[config.mk]
export PLATFORM = sky130hd
export DESIGN_NAME = regfile_wb_scheduler
export DESIGN_NICKNAME = d
export VERILOG_FILES = /design/src/rtl/rf_sched_pkg.sv /design/src/rtl/rr_arb2.sv /design/src/rtl/regfile_wb_scheduler.sv
export SDC_FILE = /design/constraint.sdc
export NUM_CORES = 1
export LEC_CHECK = 0
export BUFFER_PORTS_ARGS = -buffer_cell sky130_fd_sc_hd__buf_4
export CELL_PAD_IN_SITES_DETAIL_PLACEMENT = 1
export CELL_PAD_IN_SITES_GLOBAL_PLACEMENT = 2
export CORE_MARGIN = 5
export CORE_UTILIZATION = 27
export DETAILED_ROUTE_END_ITERATION = 10
export PLACE_DENSITY_LB_ADDON = 0.1
export SYNTH_ARGS = -nofsm -noshare
export SYNTH_HDL_FRONTEND = slang
export SYNTH_HIERARCHICAL = 1
export SYNTH_SLANG_ARGS = --single-unit
[constraint.sdc]
create_clock -name clk -period 2.75 [get_ports clk]
set_clock_uncertainty 0.1 [all_clocks]
set_input_delay 0 -clock clk [delete_from_list [all_inputs] [get_ports clk]]
set_output_delay 0 -clock clk [all_outputs]
set_load 0.05 [all_outputs]
[src/rtl/rf_sched_pkg.sv]
// Shared defaults and priority-state encoding for the writeback scheduler.
// Latency: n/a (types and constants only).
// Backpressure: n/a.
package rf_sched_pkg;

   localparam int NUM_REGS_DEF = 32;
   localparam int DATA_W_DEF   = 32;
   localparam int ADDR_W_DEF   = 5;

   // Which writeback requester wins when both are valid in the same cycle.
   typedef enum logic {
      PRI_ALU = 1'b0,
      PRI_LD  = 1'b1
   } pri_state_t;

endpackage

[src/rtl/rr_arb2.sv]
// Two-requester round-robin arbiter (ALU vs load) with a registered priority FSM.
// Latency: grants are combinational from requests and the current priority state.
// Backpressure: the losing requester is not granted and must hold its request.
module rr_arb2
   import rf_sched_pkg::*;
(
   input  logic clk,
   input  logic reset,
   input  logic req_alu,
   input  logic req_ld,
   output logic gnt_alu,
   output logic gnt_ld
);

   pri_state_t state;

   // Grant the prioritized requester on conflict; a lone requester always wins.
   // Grants are forced low while reset is held.
   always_comb begin
      gnt_alu = 1'b0;
      gnt_ld  = 1'b0;
      if (!reset) begin
         gnt_alu = req_alu && (!req_ld || (state == PRI_ALU));
         gnt_ld  = req_ld && !gnt_alu;
      end
   end

   // After a grant, favour the requester that did not win; hold when idle.
   always_ff @(posedge clk or posedge reset) begin
      if (reset) begin
         state <= PRI_ALU;
      end else if (gnt_alu) begin
         state <= PRI_LD;
      end else if (gnt_ld) begin
         state <= PRI_ALU;
      end
   end

endmodule

[src/rtl/regfile_wb_scheduler.sv]
// Register scoreboard with issue interlock and ALU/load writeback-port arbitration.
// Latency: stall, ready and rf_* are combinational; busy/err update at the next edge.
// Backpressure: issue stalls on any busy operand; a non-granted writeback holds until ready.
module regfile_wb_scheduler
   import rf_sched_pkg::*;
#(
   parameter int NUM_REGS = NUM_REGS_DEF,
   parameter int DATA_W   = DATA_W_DEF,
   parameter int ADDR_W   = ADDR_W_DEF
) (
   input  logic                clk,
   input  logic                reset,
   input  logic                iss_valid,
   input  logic [ADDR_W-1:0]   iss_rs1,
   input  logic [ADDR_W-1:0]   iss_rs2,
   input  logic                iss_wr,
   input  logic [ADDR_W-1:0]   iss_rd,
   output logic                iss_stall,
   input  logic                alu_valid,
   input  logic [ADDR_W-1:0]   alu_rd,
   input  logic [DATA_W-1:0]   alu_data,
   output logic                alu_ready,
   input  logic                ld_valid,
   input  logic [ADDR_W-1:0]   ld_rd,
   input  logic [DATA_W-1:0]   ld_data,
   output logic                ld_ready,
   output logic                rf_we,
   output logic [ADDR_W-1:0]   rf_addr,
   output logic [DATA_W-1:0]   rf_wdata,
   output logic [NUM_REGS-1:0] busy,
   output logic                err
);

   logic [NUM_REGS-1:0] busy_q;
   logic [NUM_REGS-1:0] set_vec;
   logic [NUM_REGS-1:0] clr_vec;
   logic [NUM_REGS-1:0] busy_nxt;
   logic                gnt_alu;
   logic                gnt_ld;
   logic                iss_accept;
   logic [ADDR_W-1:0]   wb_rd;
   logic [DATA_W-1:0]   wb_data;

   assign busy = busy_q;

   rr_arb2 u_arb (
      .clk     (clk),
      .reset   (reset),
      .req_alu (alu_valid),
      .req_ld  (ld_valid),
      .gnt_alu (gnt_alu),
      .gnt_ld  (gnt_ld)
   );

   assign alu_ready = gnt_alu;
   assign ld_ready  = gnt_ld;

   // Steer the granted request onto the write port; everything is zero when idle.
   always_comb begin
      wb_rd   = '0;
      wb_data = '0;
      if (gnt_alu) begin
         wb_rd   = alu_rd;
         wb_data = alu_data;
      end else if (gnt_ld) begin
         wb_rd   = ld_rd;
         wb_data = ld_data;
      end
   end

   // r0 is hardwired, so a granted write to it is consumed without a write strobe.
   assign rf_we    = (gnt_alu || gnt_ld) && (wb_rd != '0);
   assign rf_addr  = wb_rd;
   assign rf_wdata = wb_data;

   // Interlock on pending writes to any operand; no bypass from the writeback port.
   assign iss_stall  = iss_valid &&
                       (busy_q[iss_rs1] || busy_q[iss_rs2] || (iss_wr && busy_q[iss_rd]));
   assign iss_accept = iss_valid && !iss_stall;

   // Per-register set/clear requests; set is applied last so a same-edge collision sets.
   always_comb begin
      set_vec = '0;
      clr_vec = '0;
      if (iss_accept && iss_wr && (iss_rd != '0)) begin
         set_vec[iss_rd] = 1'b1;
      end
      if (rf_we) begin
         clr_vec[wb_rd] = 1'b1;
      end
      busy_nxt    = (busy_q & ~clr_vec) | set_vec;
      busy_nxt[0] = 1'b0;
   end

   // Scoreboard register; reset drops every pending write immediately.
   always_ff @(posedge clk or posedge reset) begin
      if (reset) begin
         busy_q <= '0;
      end else begin
         busy_q <= busy_nxt;
      end
   end

   // Sticky error for a writeback to a register with no pending write.
   always_ff @(posedge clk or posedge reset) begin
      if (reset) begin
         err <= 1'b0;
      end else if (rf_we && !busy_q[wb_rd]) begin
         err <= 1'b1;
      end
   end

endmodule

==> flow_metrics.env <==
export IMPL_drc=0
export IMPL_grtUsageTotal_pct=21.6
export IMPL_min_period_ps=2640
export IMPL_clk_latency_ps=280
export IMPL_hold_viol_final=0
export IMPL_synth_edf_count=0
export IMPL_holdWs_ps=13.6
export IMPL_ant_nets=0
export IMPL_grt_pass1_wl_um=24800
export IMPL_cts_tree="built"
export IMPL_wl_um=16500
export IMPL_antennaDiodeCount=0
export IMPL_antenna_found_initial=0
export IMPL_gp_congestion=0.907
export IMPL_area_delta_synth_final_pct=51.3
export IMPL_tns_ps=0
export IMPL_core_region_area_um2=12500
export IMPL_grt_max_degree=33
export IMPL_hold_class="input pin to register"
export IMPL_layout_setup_ws_ps=115
export IMPL_initial_core_util_pct=27.2
export IMPL_drv_slew=0
export IMPL_numCtsBuffers=5
export IMPL_timing_fmax_ghz=0.379
export IMPL_gr_total_overflow=0
export IMPL_clock_path_buffers=2
export IMPL_ys_async_sr_fraction_pct=100
export IMPL_cts_sinks=33
export IMPL_avgSynthCellArea_um2=9.68
export IMPL_die_area_um2=15000
export IMPL_row_count=41
export IMPL_power_density_nw_per_um2=581
export IMPL_total_power_mw=2.99
export IMPL_via_count=3805
export IMPL_die_h_um=122
export IMPL_synth_flop_cell="dfrtp_1"
export IMPL_finalNetCount=630
export IMPL_synthCells=352
export IMPL_syn_num_nets=447
export IMPL_cp_max_fo=16
export IMPL_p_leak_nw=2.34
export IMPL_vdd_drop_max_uv=417
export IMPL_die_w_um=122
export IMPL_io_buffers=167
export IMPL_hpwl_um=13400
export IMPL_setup_viol=0
export IMPL_grt_setup_unrepaired="false"
export IMPL_slowest_delay_ps=490
export IMPL_start_kind="register"
export IMPL_fillerInstances=1485
export IMPL_crit_arrival_ps=2540
export IMPL_ys_ff_latch=33
export IMPL_dr_pass1_iters=4
export IMPL_drive_above_1_share_pct=51.3
export IMPL_worst_slew_pin_slew_ps=729
export IMPL_clkTransAtPathRegs_ps=60
export IMPL_grt_pass1_vias=4059
export IMPL_crit_type="register to output pin"
export IMPL_cpMaxStageDelayCell="mux4_2"
export IMPL_synth_distinct_cells=56
export IMPL_first_iter_violations=182
export IMPL_crit_chain="buf_4 > mux4_2 > nand3_1 > o211ai_1 > a211oi_2 > buf_4 > nand2b_1 > a21boi_1 > buf_4"
export IMPL_relSlewSlack_pct=51.2
export IMPL_htree_levels=2
export IMPL_avgRoutedWirePerCell_um=23.3
export IMPL_crit_path_frequent_cell="buf_4"
export IMPL_io_pins=169
export IMPL_end_kind="output pin"
export IMPL_preCtsSetupSlack_ps=290
export IMPL_synth_seq_area_share_pct=24.2
export IMPL_syn_area_um2=3410
export IMPL_fin_crit_sh_pct=95.8
export IMPL_max_cap_violations=0
export IMPL_crit_required_ps=2650
export IMPL_viasPerCell=5.37
export IMPL_r2r_slack_ps=350
export IMPL_cts_root_buffer="clkbuf_16"
export IMPL_synth_warnings=6
export IMPL_status="completed"
[Yosys cell counts, types with 8 or more instances]
cell type	number	area, µm²
mux2i_1	24	240
clkbuf_1	11	41.3
dfrtp_1	33	826
mux4_1	9	236
o21ai_2	31	272
nand3_1	28	140
nand2b_1	8	50.1
nand4_1	10	62.6
nand2_1	19	71.3
o21ai_0	41	205
mux4_2	10	225
a22o_1	33	289
[cells in the final DEF, fill, tap and decap left out, drive strengths merged, types with 3 or more instances in the layout]
cell type,netlist,routed
a21oi,3,3
a22o,33,33
a22oi,3,3
and3,3,3
buf,19,205
clkbuf,11,6
dfrtp,33,33
inv,8,8
mux2,6,6
mux2i,24,24
mux4,19,19
nand2,19,19
nand2b,8,8
nand3,29,29
nand3b,4,4
nand4,10,10
nor2,7,7
nor2b,4,4
o21ai,72,72
o221ai,4,4
o32ai,5,5
[kinds of logic after synthesis]
logic type / after synthesis / share of synthesized area, %
other: 1 / 0.110
DFF: 33 / 24.2
muxes: 49 / 22.6
and+or+nand+nor: 95 / 15.4
AOI/OAI and AO/OA: 135 / 30.5
buffers and inverters: 39 / 7.24
[path summary, 6_finish.rpt]
check / endpoint / cells after the start / from
setup / recovery: iss_stall / 9 / busy[28]
hold / removal: u_arb/state / 3 / ld_valid
setup reg to reg: busy[31] / 8 / busy[22]
hold reg to reg: err / 1 / err
max in group asynchronous: busy[26] / 4 / reset
min in group asynchronous: u_arb/state / 3 / reset
[routing by layer]
metal	wire length [µm]	up-vias	track usage [%]
li1	-	1772	-
met1	7210	1894	29.5
met2	7960	127	35.9
met3	1100	12	4.24
met4	225	0	3.71
met5	0	-	0
[area by class of cell]
class / instances / area, µm² / area share [%]
multi-input combinational: 280 / 2370 / 46.0
sequential: 33 / 826 / 16.0
timing repair buffer: 207 / 1570 / 30.5
tap: 172 / 215 / 4.18
clock buffer: 6 / 129 / 2.50
inverter: 8 / 32.5 / 0.631
clock inverter: 2 / 10.0 / 0.194
[per-stage QoR]
| step | util [%] | instance area, µm² | std cells |
|---|---|---|---|
| 3_5_place_dp | 39.8 | 4980 | 698 |
| 2_1_floorplan | - | 3420 | 352 |
| 3_3_place_gp | 39.8 | 4980 | 698 |
| 4_1_cts | 41.1 | 5140 | 708 |
| 5_1_grt | 41.2 | 5150 | 708 |
| 6_report | 41.2 | 5150 | 708 |
[critical path, delay by kind of cell (launching register included)]
family / cells / cell delay (ps)
flops: 1 / 460
simple gates: 2 / 230
buf+inv: 3 / 640
compound gates: 3 / 440
mux: 1 / 490
[state kept, by name, indices dropped and copies added (netlist names)]
register     cells
busy            31
err              1
u_arb/state      1
[power by group]
group	leakage (nW)	total (mW)	internal [mW]	switching, mW
clock network	0.0706	0.555	0.333	0.222
registers	0.431	0.722	0.578	0.144
logic	1.84	1.72	0.655	1.06
[repair_timing]
action | in CTS | in global routing
setup buffers | 0 | 0
resized for setup | 0 | 4
setup endpoints to repair | 0 | 5
endpoints found under the hold margin | 38 | 0
hold buffers | 2 | 0
Note: power is estimated with default switching activity, not from simulation.
